<file path="src/rtl/conv1d_sequencer.sv">
// 1-D FIR convolution sequencer: one sample in, one shared signed MAC stepped across all taps,
// result held on a valid/ready output. Coefficients are writable only while idle.
module conv1d_sequencer #(
  parameter int unsigned DATA_W = 8,
  parameter int unsigned TAPS   = 4,
  parameter int unsigned ACC_W  = 2 * DATA_W + $clog2(TAPS) + 1
) (
  input  logic                     clk,
  input  logic                     rst,
  input  logic                     coef_we,
  input  logic [$clog2(TAPS)-1:0]  coef_addr,
  input  logic [DATA_W-1:0]        coef_data,
  input  logic                     in_valid,
  output logic                     in_ready,
  input  logic [DATA_W-1:0]        in_data,
  output logic                     out_valid,
  input  logic                     out_ready,
  output logic [ACC_W-1:0]         out_data,
  output logic                     busy
);

  localparam int unsigned IdxW  = $clog2(TAPS);
  localparam int unsigned ProdW = 2 * DATA_W;

  typedef enum logic [1:0] {StIdle, StMac, StOut} state_e;

  state_e                    state_q;
  logic signed [DATA_W-1:0]  win_q  [TAPS];
  logic signed [DATA_W-1:0]  coef_q [TAPS];
  logic signed [ACC_W-1:0]   acc_q, acc_d;
  logic        [IdxW-1:0]    idx_q;
  logic signed [ProdW-1:0]   prod;

  always_comb begin
    prod  = win_q[idx_q] * coef_q[idx_q];
    acc_d = acc_q + {{(ACC_W - ProdW){prod[ProdW-1]}}, prod};
  end

  // All outputs decode from state or come straight from registers.
  assign in_ready  = (state_q == StIdle);
  assign out_valid = (state_q == StOut);
  assign busy      = (state_q != StIdle);
  assign out_data  = acc_q;

  always_ff @(posedge clk or posedge rst) begin
    if (rst) begin
      state_q <= StIdle;
      acc_q   <= '0;
      idx_q   <= '0;
      for (int k = 0; k < TAPS; k++) begin
        win_q[k]  <= '0;
        coef_q[k] <= '0;
      end
    end else begin
      case (state_q)
        StIdle: begin
          // A coefficient write lands at the same edge as acceptance, ahead of the first MAC read.
          if (coef_we) coef_q[coef_addr] <= coef_data;
          if (in_valid) begin
            win_q[0] <= in_data;
            for (int k = 1; k < TAPS; k++) win_q[k] <= win_q[k-1];
            acc_q   <= '0;
            idx_q   <= '0;
            state_q <= StMac;
          end
        end
        StMac: begin
          acc_q <= acc_d;
          idx_q <= idx_q + IdxW'(1);
          if (idx_q == IdxW'(TAPS - 1)) state_q <= StOut;
        end
        StOut: begin
          if (out_ready) state_q <= StIdle;
        end
        default: state_q <= StIdle;
      endcase
    end
  end

endmodule

</file>
<file path="config.mk">
export PLATFORM = sky130hd
export DESIGN_NAME = conv1d_sequencer
export DESIGN_NICKNAME = d
export VERILOG_FILES = /design/src/rtl/conv1d_sequencer.sv
export SDC_FILE = /design/constraint.sdc
export NUM_CORES = 1
export LEC_CHECK = 0
export BUFFER_PORTS_ARGS = -buffer_cell sky130_fd_sc_hd__buf_2
export CELL_PAD_IN_SITES_DETAIL_PLACEMENT = 0
export CELL_PAD_IN_SITES_GLOBAL_PLACEMENT = 1
export CORE_ASPECT_RATIO = 1.75
export CORE_UTILIZATION = 39
export DETAILED_ROUTE_END_ITERATION = 8
export PLACE_DENSITY_LB_ADDON = 0.1
export SLEW_MARGIN = 25
export SYNTH_ARGS = -nofsm -noshare
export SYNTH_HDL_FRONTEND = slang
export SYNTH_SLANG_ARGS = --single-unit
</file>
<file path="constraint.sdc">
create_clock -name clk -period 6.3 [get_ports clk]
set_input_delay 1.26 -clock clk [delete_from_list [all_inputs] [get_ports clk]]
set_output_delay 1.26 -clock clk [all_outputs]
set_load 0.005 [all_outputs]
</file>
==> results of run 1 <==
per-stage QoR:
stage	hold slack, ps	setup WS [ps]
2_1_floorplan	440.6	3.383
3_3_place_gp	454.4	-136.3
3_5_place_dp	462.1	-231.5
4_1_cts	478.4	3.839
5_1_grt	506.5	-159.4
6_report	475.6	43.87
logic make-up after synthesis:
| group | count (synthesis) | synth area share [%] |
|---|---|---|
| AND/OR/NAND/NOR | 230 | 15.29 |
| multiplexers | 50 | 10.45 |
| buffers and inverters | 115 | 6.220 |
| AO/OA/AOI/OAI | 84 | 7.923 |
| XOR/XNOR | 34 | 4.266 |
| adder cells (fa/ha/maj) | 104 | 24.66 |
| flip-flops | 87 | 31.19 |
metal layers:
| metal | global-route usage (%) | vias up | routed length (um) |
|---|---|---|---|
| met5 | 0 | - | 0 |
| met4 | 6.690 | 0 | 431 |
| met3 | 3.470 | 22 | 466 |
| met2 | 39.08 | 55 | 9624 |
| met1 | 21.34 | 2622 | 6466 |
| li1 | - | 2524 | - |
area by class of cell:
type / count / share of cell area, %
flip-flops and latches: 87 / 25.09
multi-input cells: 502 / 53.03
repair buffers: 129 / 10.56
clock buffers: 12 / 2.837
well taps: 231 / 3.327
inverters: 98 / 4.263
clock inverters: 4 / 0.8930
cell usage after synthesis (3+ instances only):
cell type	number
o21ai_1	14
xnor2_1	27
o21bai_1	5
o21ai_0	19
o21a_1	3
inv_1	97
and2_1	46
fa_1	56
nand3_1	17
ha_1	48
dfrtp_1	87
mux2_2	33
clkbuf_1	15
xor2_1	7
nor2b_1	3
a21o_1	8
nand2_1	130
nor2_1	18
nand2b_1	5
mux4_2	15
a21oi_1	20
worst register-to-register path, stage by stage (launching register included):
cell and delay [ps]:
dfrtp_2 450, buf_12 160, mux4_2 570, buf_6 140, and2_4 150, fa_1 480
buf_4 150, buf_4 140, fa_1 500, inv_1 60, fa_1 490, fa_1 550
inv_1 40, ha_1 230, or3_1 370, o21ai_2 80, a31oi_2 70, xnor2_2 280
ha_1 310, o21a_1 130, o2bb2ai_2 190, a32oi_2 140, xnor2_1 160, or3_1 310
nand3_1 70
worst max path at each step:
| stage | to | cells after the start | startpoint |
|---|---|---|---|
| after detailed placement | out_data[18]$_DFFE_PP0P_ | 26 | idx_q[0]$_DFFE_PP0P_ |
| after global routing | out_data[18]$_DFFE_PP0P_ | 24 | idx_q[0]$_DFFE_PP0P_ |
| after floorplan | out_data[18]$_DFFE_PP0P_ | 26 | idx_q[0]$_DFFE_PP0P_ |
| final | out_data[18]$_DFFE_PP0P_ | 24 | idx_q[0]$_DFFE_PP0P_ |
| after global placement | out_data[18]$_DFFE_PP0P_ | 23 | idx_q[0]$_DFFE_PP0P_ |
| after CTS | out_data[18]$_DFFE_PP0P_ | 25 | idx_q[0]$_DFFE_PP0P_ |
timing repair:
item                                    in CTS  in global routing
gates cloned                                 1                  0
buffers inserted                            10                  7
resized for setup                           32                 37
endpoints found under the setup margin       4                  6
hold buffers                                 0                  0
pin swaps                                   31                 55
endpoints found under the hold margin        0                  0
flip-flops by register name, indices dropped and copies added, names as in the netlist:
signal    flops
out_data     19
coef_q       32
win_q        32
idx_q         2
state_q       2
==> results.sh, run 1 <==
export IMPL_status="completed"
export IMPL_ys_seq_area_share_pct=31.19
export IMPL_gp_congestion=0.8491
export IMPL_syn_area_um2=6980
export IMPL_detail_route_wl_per_cell_um=15.98
export IMPL_final_common_cell="nand2_1"
export IMPL_cpPeakStageDelay_ps=560
export IMPL_cp_arrival_ps=6540
export IMPL_hold_viol_final=0
export IMPL_initial_core_util_pct=39.80
export IMPL_path_cells="buf_12 -> mux4_2 -> buf_6 -> and2_4 -> fa_1 -> buf_4 -> buf_4 -> fa_1 -> inv_1 -> fa_1 -> fa_1 -> inv_1 -> ha_1 -> or3_1 -> o21ai_2 -> a31oi_2 -> xnor2_2 -> ha_1 -> o21a_1 -> o2bb2ai_2 -> a32oi_2 -> xnor2_1 -> or3_1 -> nand3_1"
export IMPL_final_cells=1063
export IMPL_placeableCoreArea_um2=17540
export IMPL_via_count=5223
export IMPL_synth_cells=704
export IMPL_ff2ff_path_depth=24
export IMPL_ant_nets=0
export IMPL_seq_area_um2=2180
export IMPL_cts_tree="built"
export IMPL_antenna_found_initial=0
export IMPL_whs_path_depth=2
export IMPL_area_delta_synth_final_pct=24.45
export IMPL_yosys_top_cells_area="dfrtp_1 (31%), fa_1 (16%), ha_1 (8.6%)"
export IMPL_die_width_um=103.1
export IMPL_final_nets=954
export IMPL_placed_cell_area_um2=7969
export IMPL_routed_wl_um=16990
export IMPL_avgSynthCellArea_um2=9.915
export IMPL_io_pins=45
export IMPL_grt_overflow_total=0
export IMPL_r2r_slack_ps=40
export IMPL_htree_levels=3
export IMPL_numCtsBuffers=9
export IMPL_cap_violations=0
export IMPL_root_buffer="clkbuf_16"
export IMPL_required_ps=6580
export IMPL_cts_sink_count=87
export IMPL_post_route_min_period_ps=6256
export IMPL_r2r_start="idx_q[0]$_DFFE_PP0P_"
export IMPL_hpwl_um=13130
export IMPL_clk_pin_slew_ps=60
export IMPL_maxSlewViolCount=0
export IMPL_drc=0
export IMPL_drt_iter0_markers=130
export IMPL_grt_pass1_wl_um=27720
export IMPL_relSlewSlack_pct=48.81
export IMPL_synth_main_ff_cell="dfrtp_1"
export IMPL_grt_pass1_vias=5610
export IMPL_yosysWarningCount=0
export IMPL_synth_nets=831
export IMPL_synth_top_area_share_pct=31.19
export IMPL_multi_input_area_um2=4607
export IMPL_layout_common_cells="nand2_1 (126), inv_1 (86), dfrtp_1 (85)"
export IMPL_row_count=64
export IMPL_dieArea_um2=18460
export IMPL_cp_max_fo=7
export IMPL_yosys_area_top_type="dfrtp_1"
export IMPL_cp_end_kind="register"
export IMPL_fin_worst_skew_ps=10.70
export IMPL_async_flop_share_pct=100.0
export IMPL_n_antenna_cell=0
export IMPL_place_inst=1031
export IMPL_synth_seq_cells=87
export IMPL_drive_gt1_share_pct=31.01
export IMPL_grt_max_degree=72
export IMPL_chipHeight_um=179.0
export IMPL_io_buffers=44
export IMPL_crit_buf_inv=6
export IMPL_nFillCells=1694
export IMPL_synth_edf_count=0
export IMPL_fmax_mhz=159.8
export IMPL_cp_common_cell="fa_1"
export IMPL_finalCritPeriodShare_pct=99.30
export IMPL_finalSetupViolCount=0
export IMPL_via_per_inst=4.913
export IMPL_slowest_stage="mux4_2"
export IMPL_final_util_pct=49.54
export IMPL_critPathTopFamily="adder cells"
export IMPL_path_class="reg2reg"
export IMPL_clock_latency_ps=350
export IMPL_grtUsageTotal_pct=20.18
export IMPL_ys_types=45
export IMPL_tns_ps=0
export IMPL_dr_pass1_iters=4
export IMPL_fin_area_um2=8687
export IMPL_grt_setup_unrepaired="yes"
export IMPL_min_path_type="reg2reg"
export IMPL_tightest_slew_ps=764.5
export IMPL_cts_buffer_depth=2
export IMPL_startpoint_type="register"
export IMPL_worstHoldEndpoint="win_q[7]$_DFFE_PP0P_"
export IMPL_r2r_end="out_data[18]$_DFFE_PP0P_"
export IMPL_hp_start="win_q[7]$_DFFE_PP0P_"
Power of run 1 is left out: the tool's default activity adds up to more than one toggle a clock period on the data nets, which glitch-free logic cannot reach.
==> inputs of run 2 (changes only) <==
- CORE_UTILIZATION: 39 -> 44
- CTS_CLUSTER_DIAMETER: default -> 200
==> results.sh, run 2 (synthesis gave the netlist of run 1 again) <==
export IMPL_status="completed"
export IMPL_clock_latency_ps=350
export IMPL_initial_core_util_pct=45.14
export IMPL_r2r_start="idx_q[0]$_DFFE_PP0P_"
export IMPL_root_buffer="clkbuf_16"
export IMPL_die_width_um=97.21
export IMPL_maxSlewViolCount=0
export IMPL_seq_area_um2=2180
export IMPL_required_ps=6590
export IMPL_path_class="reg2reg"
export IMPL_cp_end_kind="register"
export IMPL_cap_violations=0
export IMPL_grt_pass1_vias=5675
export IMPL_min_path_type="reg2reg"
export IMPL_cp_arrival_ps=6540
export IMPL_cts_tree="built"
export IMPL_hold_viol_final=0
export IMPL_worstHoldEndpoint="win_q[0]$_DFFE_PP0P_"
export IMPL_antenna_found_initial=0
export IMPL_multi_input_area_um2=4577
export IMPL_dieArea_um2=16390
export IMPL_grt_setup_unrepaired="yes"
export IMPL_ff2ff_path_depth=27
export IMPL_nFillCells=1431
export IMPL_htree_levels=3
export IMPL_post_route_min_period_ps=6250
export IMPL_io_buffers=44
export IMPL_holdBufCountCts=0
export IMPL_layout_common_cells="nand2_1 (128), inv_1 (93), dfrtp_1 (85)"
export IMPL_n_antenna_cell=0
export IMPL_row_count=60
export IMPL_startpoint_type="register"
export IMPL_grt_max_degree=68
export IMPL_via_count=5166
export IMPL_ant_nets=0
export IMPL_hpwl_um=12680
export IMPL_cts_buffer_depth=2
export IMPL_whs_path_depth=2
export IMPL_final_common_cell="nand2_1"
export IMPL_drc=0
export IMPL_finalCritPeriodShare_pct=99.21
export IMPL_r2r_end="out_data[18]$_DFFE_PP0P_"
export IMPL_final_util_pct=54.70
export IMPL_numCtsBuffers=9
export IMPL_grt_pass1_wl_um=27410
export IMPL_fin_worst_skew_ps=13.17
export IMPL_placeableCoreArea_um2=15460
export IMPL_grt_overflow_total=0
export IMPL_final_critical_path_setup_slack_ps=50.04
export IMPL_detail_route_wl_per_cell_um=16.28
export IMPL_r2r_slack_ps=50
export IMPL_routed_wl_um=16320
export IMPL_final_nets=939
export IMPL_cts_sink_count=87
export IMPL_chipHeight_um=168.6
export IMPL_finalSetupViolCount=0
export IMPL_via_per_inst=5.156
export IMPL_dr_pass1_iters=4
export IMPL_clk_pin_slew_ps=70
export IMPL_drt_iter0_markers=115
export IMPL_drive_gt1_share_pct=28.68
export IMPL_tightest_slew_ps=906.6
export IMPL_gp_congestion=0.8241
export IMPL_grtUsageTotal_pct=21.24
export IMPL_area_delta_synth_final_pct=21.19
export IMPL_dpl_worst_slack_ps=-180.5
export IMPL_cp_max_fo=7
export IMPL_tns_ps=0
export IMPL_relSlewSlack_pct=39.56
export IMPL_hp_start="win_q[0]$_DFFE_PP0P_"
export IMPL_fmax_mhz=160.0
export IMPL_io_pins=45
[run 2: cell count changes in the layout (fill, tap and decap cells not counted), moves of 4 or more]
cell / before / now
and2_4: 11 / 7
buf_6: 9 / 4
inv_2: 10 / 4
inv_1: 86 / 93
buf_4: 74 / 63
[run 2: through the flow]
step                instances  area (um2)  hold slack [ps]
finish                   1002        8459            475.9
global route             1002        8459            494.2
CTS                      1001        8313            477.8
detailed placement        980        7868            460.4
global placement          980        7868            453.6
floorplan                 704        7013            440.6
[run 2: cell type report]
| class | count | area share (%) |
|---|---|---|
| inverters | 98 | 4.363 |
| well taps | 186 | 2.751 |
| clock inverters | 6 | 0.8283 |
| repair buffers | 114 | 9.525 |
| multi-input cells | 502 | 54.10 |
| clock buffers | 9 | 2.662 |
| flip-flops and latches | 87 | 25.77 |
[run 2: worst max-delay path, stage by stage, from the launching register on]
cell and delay (ps):
dfrtp_2 400, buf_12 120, buf_12 130, mux4_2 560, and2_4 170, fa_1 530, inv_1 50, fa_1 490
inv_1 60, fa_1 550, inv_2 40, fa_1 540, inv_2 50, ha_4 250, a21oi_4 160, o21bai_1 80
a21oi_2 160, o21bai_2 90, a21o_1 170, a21oi_2 180, xnor2_2 150, ha_1 270, o21a_1 200, o2bb2ai_4 140
a32oi_2 120, xnor2_1 150, or3_1 300, nand3_1 80
[run 2: per-layer routing]
layer  part of all wire, %  track usage (%)
met1                    40            23.27
met2                    55            40.51
met3                   2.0            3.055
met4                   3.3            8.824
met5                     0                0
[run 2: worst max-delay path by stage]
stage	from	to	slack, ps	depth (start not counted)
floorplan	idx_q[0]$_DFFE_PP0P_	out_data[18]$_DFFE_PP0P_	3	26
global placement	idx_q[0]$_DFFE_PP0P_	out_data[18]$_DFFE_PP0P_	-70	24
detailed placement	idx_q[0]$_DFFE_PP0P_	out_data[18]$_DFFE_PP0P_	-180	26
CTS	idx_q[0]$_DFFE_PP0P_	out_data[18]$_DFFE_PP0P_	6	27
global route	idx_q[0]$_DFFE_PP0P_	out_data[18]$_DFFE_PP0P_	-220	27
finish	idx_q[0]$_DFFE_PP0P_	out_data[18]$_DFFE_PP0P_	50	27
[run 2: repair_timing]
action                     CTS  global route
setup endpoints to repair    1             5
cloned                       1             0
setup buffers                5             2
pin swaps                   18            31
resized for setup           17            33
Power of run 2 is left out for the same reason.
